**src/rtl/pic_bram_arbiter.sv**
```systemverilog
// Two-port read arbiter for the picture BRAM: display has fixed priority, and a
// starvation counter bounds the sobel wait. A tag pipeline routes returns back to their issuer.
module pic_bram_arbiter #(
   parameter int ADDR_W       = 19,
   parameter int DATA_W       = 12,
   parameter int READ_LATENCY = 2,
   parameter int MAX_WAIT     = 8
) (
   input  logic              clk,
   input  logic              reset_n,
   input  logic              req0,
   input  logic [ADDR_W-1:0] addr0,
   output logic              grant0,
   output logic [DATA_W-1:0] rdata0,
   output logic              rvalid0,
   input  logic              req1,
   input  logic [ADDR_W-1:0] addr1,
   output logic              grant1,
   output logic [DATA_W-1:0] rdata1,
   output logic              rvalid1,
   output logic [ADDR_W-1:0] bram_addr,
   input  logic [DATA_W-1:0] bram_dout,
   output logic              busy
);

   logic [7:0]              wait_cnt;
   logic                    force1;
   logic [READ_LATENCY-1:0] tag_valid;
   logic [READ_LATENCY-1:0] tag_port;
   logic                    ret_valid;
   logic                    ret_port;

   // Grants are gated by reset so nothing is accepted while the tag pipeline is held clear.
   always_comb begin
      force1 = req1 && (wait_cnt == 8'(MAX_WAIT));
      grant1 = reset_n && (force1 || (req1 && !req0));
      grant0 = reset_n && req0 && !force1;
   end

   always_ff @(posedge clk or negedge reset_n) begin
      if (!reset_n) begin
         wait_cnt <= 8'd0;
      end else if (!req1 || grant1) begin
         wait_cnt <= 8'd0;
      end else if (wait_cnt != 8'(MAX_WAIT)) begin
         wait_cnt <= wait_cnt + 8'd1;
      end
   end

   always_ff @(posedge clk or negedge reset_n) begin
      if (!reset_n) begin
         bram_addr <= '0;
      end else if (grant1) begin
         bram_addr <= addr1;
      end else if (grant0) begin
         bram_addr <= addr0;
      end
   end

   // Stage i holds the read issued i+1 cycles ago; the last stage lines up with valid bram_dout.
   always_ff @(posedge clk or negedge reset_n) begin
      if (!reset_n) begin
         tag_valid <= '0;
         tag_port  <= '0;
      end else begin
         tag_valid[0] <= grant0 || grant1;
         tag_port[0]  <= grant1;
         for (int i = 1; i < READ_LATENCY; i++) begin
            tag_valid[i] <= tag_valid[i-1];
            tag_port[i]  <= tag_port[i-1];
         end
      end
   end

   assign ret_valid = tag_valid[READ_LATENCY-1];
   assign ret_port  = tag_port[READ_LATENCY-1];

   always_ff @(posedge clk or negedge reset_n) begin
      if (!reset_n) begin
         rdata0  <= '0;
         rdata1  <= '0;
         rvalid0 <= 1'b0;
         rvalid1 <= 1'b0;
      end else begin
         rvalid0 <= ret_valid && !ret_port;
         rvalid1 <= ret_valid && ret_port;
         if (ret_valid && !ret_port) rdata0 <= bram_dout;
         if (ret_valid && ret_port)  rdata1 <= bram_dout;
      end
   end

   // The rvalid registers are the final tag stage, so they count as in flight.
   assign busy = (|tag_valid) || rvalid0 || rvalid1;

endmodule

```
**config.mk**
```make
export PLATFORM = sky130hd
export DESIGN_NAME = pic_bram_arbiter
export DESIGN_NICKNAME = d
export VERILOG_FILES = /design/src/rtl/pic_bram_arbiter.sv
export SDC_FILE = /design/constraint.sdc
export NUM_CORES = 1
export LEC_CHECK = 0
export ABC_AREA = 0
export BUFFER_PORTS_ARGS = -buffer_cell sky130_fd_sc_hd__buf_4
export CORE_MARGIN = 5
export CORE_UTILIZATION = 50
export DETAILED_ROUTE_END_ITERATION = 8
export HOLD_SLACK_MARGIN = 0.15
export PLACE_DENSITY = 0.84
export SETUP_SLACK_MARGIN = 0.2
export SLEW_MARGIN = 20
export SYNTH_ARGS = -nofsm -noshare
export SYNTH_HDL_FRONTEND = slang
export SYNTH_SLANG_ARGS = --single-unit
```
**constraint.sdc**
```tcl
create_clock -name clk -period 2.4 [get_ports clk]
set_input_delay 0.24 -clock clk [delete_from_list [all_inputs] [get_ports clk]]
set_output_delay 0.24 -clock clk [all_outputs]
set_load 0.02 [all_outputs]
```
Word-level counts from Yosys, hierarchy flattened. Cells that the tools add are included.

Input bits: 54. Register bits after elaboration: 57. Output and inout port bits: 48. Word-level logic and storage cells: 34.

Equality and inequality tests: 2. Mux-type cells: 4. Add/sub/neg operators: 1. Reduce and logical (&&, ||, !) cells: 19.

Operators by type and width (count): two-way mux 19 bit (2); two-way mux 8 bit (2); adder 8 x 1 -> 8 bit, second input constant (1); equality test 8 x 4 -> 1 bit, second input constant (1); != test 8 x 4 -> 1 bit, second input constant (1); logical AND 1 bit (7); logical OR 1 bit (5); logical NOT 1 bit (4); nonzero test 2 bit (2); OR reduction 2 bit (1).

Longest topological paths before layout.
Depth after elaboration: 6. Mapped depth: 7. Gate-level depth less buffers: 5.

Least setup slack after synthesis. Ideal clock, no wire load.

Path type: register to output. From: reg wait_cnt[0]. To: out grant1. Setup slack: 321 ps. Cell stages (with the launch flop): 7. Data required time: 2160 ps. Data arrival time: 1839 ps. Path buffers: 1. Cells stage by stage: dfrtp_1 -> inv_1 -> ha_1 -> or4b_1 -> buf_2 -> o21ai_1 -> nor2b_1.

Word-level cells in the longest chain between the ends: 4.

RTL lines: start: declaration (line 26) `logic [7:0] wait_cnt;`; start signal: assignment (line 46) `wait_cnt <= wait_cnt + 8'd1;`; equality test 8 x 4 -> 1 bit (line 35) `force1 = req1 && (wait_cnt == 8'(MAX_WAIT));`; logical AND 1 bit (line 35); logical OR 1 bit (line 36) `grant1 = reset_n && (force1 || (req1 && !req0));`; logical AND 1 bit (line 36); end: declaration (line 18) `output logic grant1,`.

No other way between the ends.

Worst setup path in the final report. Ends and elaborated chain as after synthesis.

==> flow_metrics.env <==
export IMPL_status="complete, no violations"
export IMPL_avgRoutedWirePerCell_um=17.84
export IMPL_p_clk_share_pct=33.8
export IMPL_vias=2848
export IMPL_overflow=0
export IMPL_fin_crit_sh_pct=88.76
export IMPL_fin_cells=479
export IMPL_reg2regPathDepth=6
export IMPL_hold_viol=0
export IMPL_rr_startpoint="wait_cnt[0]"
export IMPL_clk_latency_ps=320
export IMPL_fillers=450
export IMPL_seq_area_frac_synth_pct=48.49
export IMPL_setup_tns_ps=0
export IMPL_yosysMostFrequentCell="dfrtp_1"
export IMPL_crit_chain="inv_2 -> ha_1 -> or4b_4 -> o21ai_2 -> nor2b_4 -> buf_6"
export IMPL_design_portCount=102
export IMPL_drive_above_1_share_pct=44.31
export IMPL_dr_first_iter_drc_count=174
export IMPL_start_util_pct=50.58
export IMPL_fp_row_count=28
export IMPL_ys_ff_latch=57
export IMPL_drc=0
export IMPL_rsz0062_at_grt="no"
export IMPL_ir_drop_mv=0.4187
export IMPL_synth_distinct_cells=31
export IMPL_arrival_ps=1890
export IMPL_path_class="flip-flop to output pin"
export IMPL_synth_edf_count=0
export IMPL_core_um2=5816
export IMPL_place_hpwl_um=5791
export IMPL_antenna_found_initial=0
export IMPL_antenna_cells=0
export IMPL_seq_power_share_pct=39.0
export IMPL_grt_total_usage_pct=23.31
export IMPL_slew_viol_final=0
export IMPL_hold_class="primary input to async pin"
export IMPL_maxCapViolations=0
export IMPL_intPower_mw=2.170
export IMPL_nets=455
export IMPL_wl_um=8547
export IMPL_syn_area_um2=2942
export IMPL_cts_tree="done"
export IMPL_final_core_util_pct=71.43
export IMPL_powerDensity_nw_per_um2=734.2
export IMPL_drtAntennaViolNets=0
export IMPL_power_frac_comb_pct=27.3
export IMPL_synth_ff_type="dfrtp_1"
export IMPL_switchingPower_uw=879.9
export IMPL_fmax_mhz=469.4
export IMPL_synth_common_cells="57 x dfrtp_1, 41 x a21oi_1, 38 x nor4_1, 24 x clkbuf_1, 24 x mux2_2"
export IMPL_clkSinkCount=57
export IMPL_whs_ps=135.5
export IMPL_grt_pass1_wl_um=13930
export IMPL_finalSetupViolations=0
export IMPL_fin_crit_ps=2130
export IMPL_swShare_pct=28.85
export IMPL_cts_clk_slew_worst_paths_ps=60
export IMPL_cts_inserted_buffers=9
export IMPL_regArea_um2=1426
export IMPL_yosysTopAreaCell="dfrtp_1"
export IMPL_cp_required_ps=2160
export IMPL_clockBufferDepth=2
export IMPL_dpl_cell_count=451
export IMPL_startpoint="wait_cnt[0]"
export IMPL_max_stage_delay_ps=470
export IMPL_die_area_um2=7517
export IMPL_grt_pass1_vias=2877
export IMPL_synth_area_leaders="dfrtp_1 48%, mux2_2 9.2%, nor4_1 8.1%, a21oi_1 7.0%, nand3b_1 5.1%"
export IMPL_crit_slowest_cell="or4b_4"
export IMPL_max_slew_margin_pct=34.84
export IMPL_cp_max_fo=3
export IMPL_clockRootBuffer="clkbuf_8"
export IMPL_setup_worst_path_start_class="flip-flop"
export IMPL_synth_top_area_share_pct=48.49
export IMPL_tightestPinTransition_ps=974.1
export IMPL_io_buffers=101
export IMPL_synthCells=294
export IMPL_synth_nets=350
export IMPL_multi_input_area_um2=1419
export IMPL_crit_path_end_kind="output pin"
export IMPL_vias_per_cell=5.946
export IMPL_die_h_um=86.70
export IMPL_place_congestion=0.8202
export IMPL_skew_ps=8.309
export IMPL_die_w_um=86.70
export IMPL_grt_max_degree=44
export IMPL_htreeDepth=3
export IMPL_area_growth_pct=41.22
export IMPL_leakage_nw=1.836
export IMPL_synth_async_reset_ratio_pct=100.0
export IMPL_yosysWarnings=0
export IMPL_syn_avg_cell_area_um2=10.01
export IMPL_drt_pass1_iter_count=5
-- final timing paths --
kind | end | slack, ps
max | grant1 | 270
min | rdata1[1] | 140
max reg2reg | wait_cnt[1] | 320
min reg2reg | tag_port[1] | 360
max in group asynchronous | bram_addr[7] | 890
min in group clk | rdata0[9] | 160
-- power groups by stage --
stage / logic [mW] / registers [mW] / clock network (mW)
6_report: 0.831 / 1.19 / 1.03
5_1_grt: 0.891 / 1.20 / 1.09
4_1_cts: 0.828 / 1.19 / 1.05
3_5_place_dp: 0.812 / 1.20 / 0
3_3_place_gp: 0.792 / 1.19 / 0
2_1_floorplan: 0.269 / 1.35 / 0
-- per-layer routing --
metal | vias up | wire length, µm | GRT usage, %
met1 | 1351 | 3531 | 30.54
met3 | 9 | 826 | 6.179
li1 | 1322 | - | -
met5 | - | 0 | 0
met4 | 0 | 51 | 5.949
met2 | 166 | 4139 | 38.53
-- stage by stage --
stage	power [mW]	cell area, µm²	setup WS (ps)
floorplan	1.620	2942	321.3
global placement	1.986	3779	418.4
detailed placement	2.014	3779	334.3
CTS	3.064	4115	215.1
global route	3.187	4154	184.7
finish	3.050	4154	269.7
-- flip-flops by register name (all words and copies together), names as in the netlist --
signal and cells:
bram_addr 19, rdata0 12, rdata1 12, rvalid0 1, rvalid1 1, tag_port 2, tag_valid 2, wait_cnt 8
-- timing repair --
item                                   in CTS  in global routing
hold buffers                                8                  1
setup endpoints to repair                   1                  7
resized for setup                           5                  3
pin swaps                                   1                  0
endpoints found under the hold margin      63                  1
setup buffers                               0                  3
-- cell usage in the layout, fill, tap and decap left out, types with 8 or more instances in the layout --
master / n
o22ai_1: 19
dfrtp_1: 57
or2_2: 19
clkbuf_8: 12
nand3b_1: 20
mux2_2: 24
nor4_1: 38
a21oi_1: 41
buf_4: 111
dlygate4sd3_1: 8
-- layout make-up --
| class | instances | area share (%) |
|---|---|---|
| Timing Repair Buffer | 122 | 23.04 |
| Tap cell | 75 | 2.259 |
| Clock buffer | 12 | 3.976 |
| Clock inverter | 4 | 1.777 |
| Sequential cell | 57 | 34.34 |
| Multi-Input combinational cell | 204 | 34.16 |
| Inverter | 5 | 0.4518 |
-- kinds of logic after synthesis --
group / Yosys count / share of synthesized area, %
AND/OR/NAND/NOR: 102 / 22.37
adder cells (fa/ha/maj): 2 / 0.8506
flip-flops: 57 / 48.49
AO/OA/AOI/OAI: 74 / 14.25
multiplexers: 24 / 9.188
buffers and inverters: 33 / 4.254
XOR/XNOR: 2 / 0.5956
-- critical path, delay by kind of cell (launching register included) --
kind                       cells  cell delay [ps]
AOI/OAI and AO/OA              1              140
buffers and inverters          2              230
and+or+nand+nor                2              650
DFF                            1              390
adders and majority gates      1              160
No activity file was read; power rests on OpenSTA's default activity.
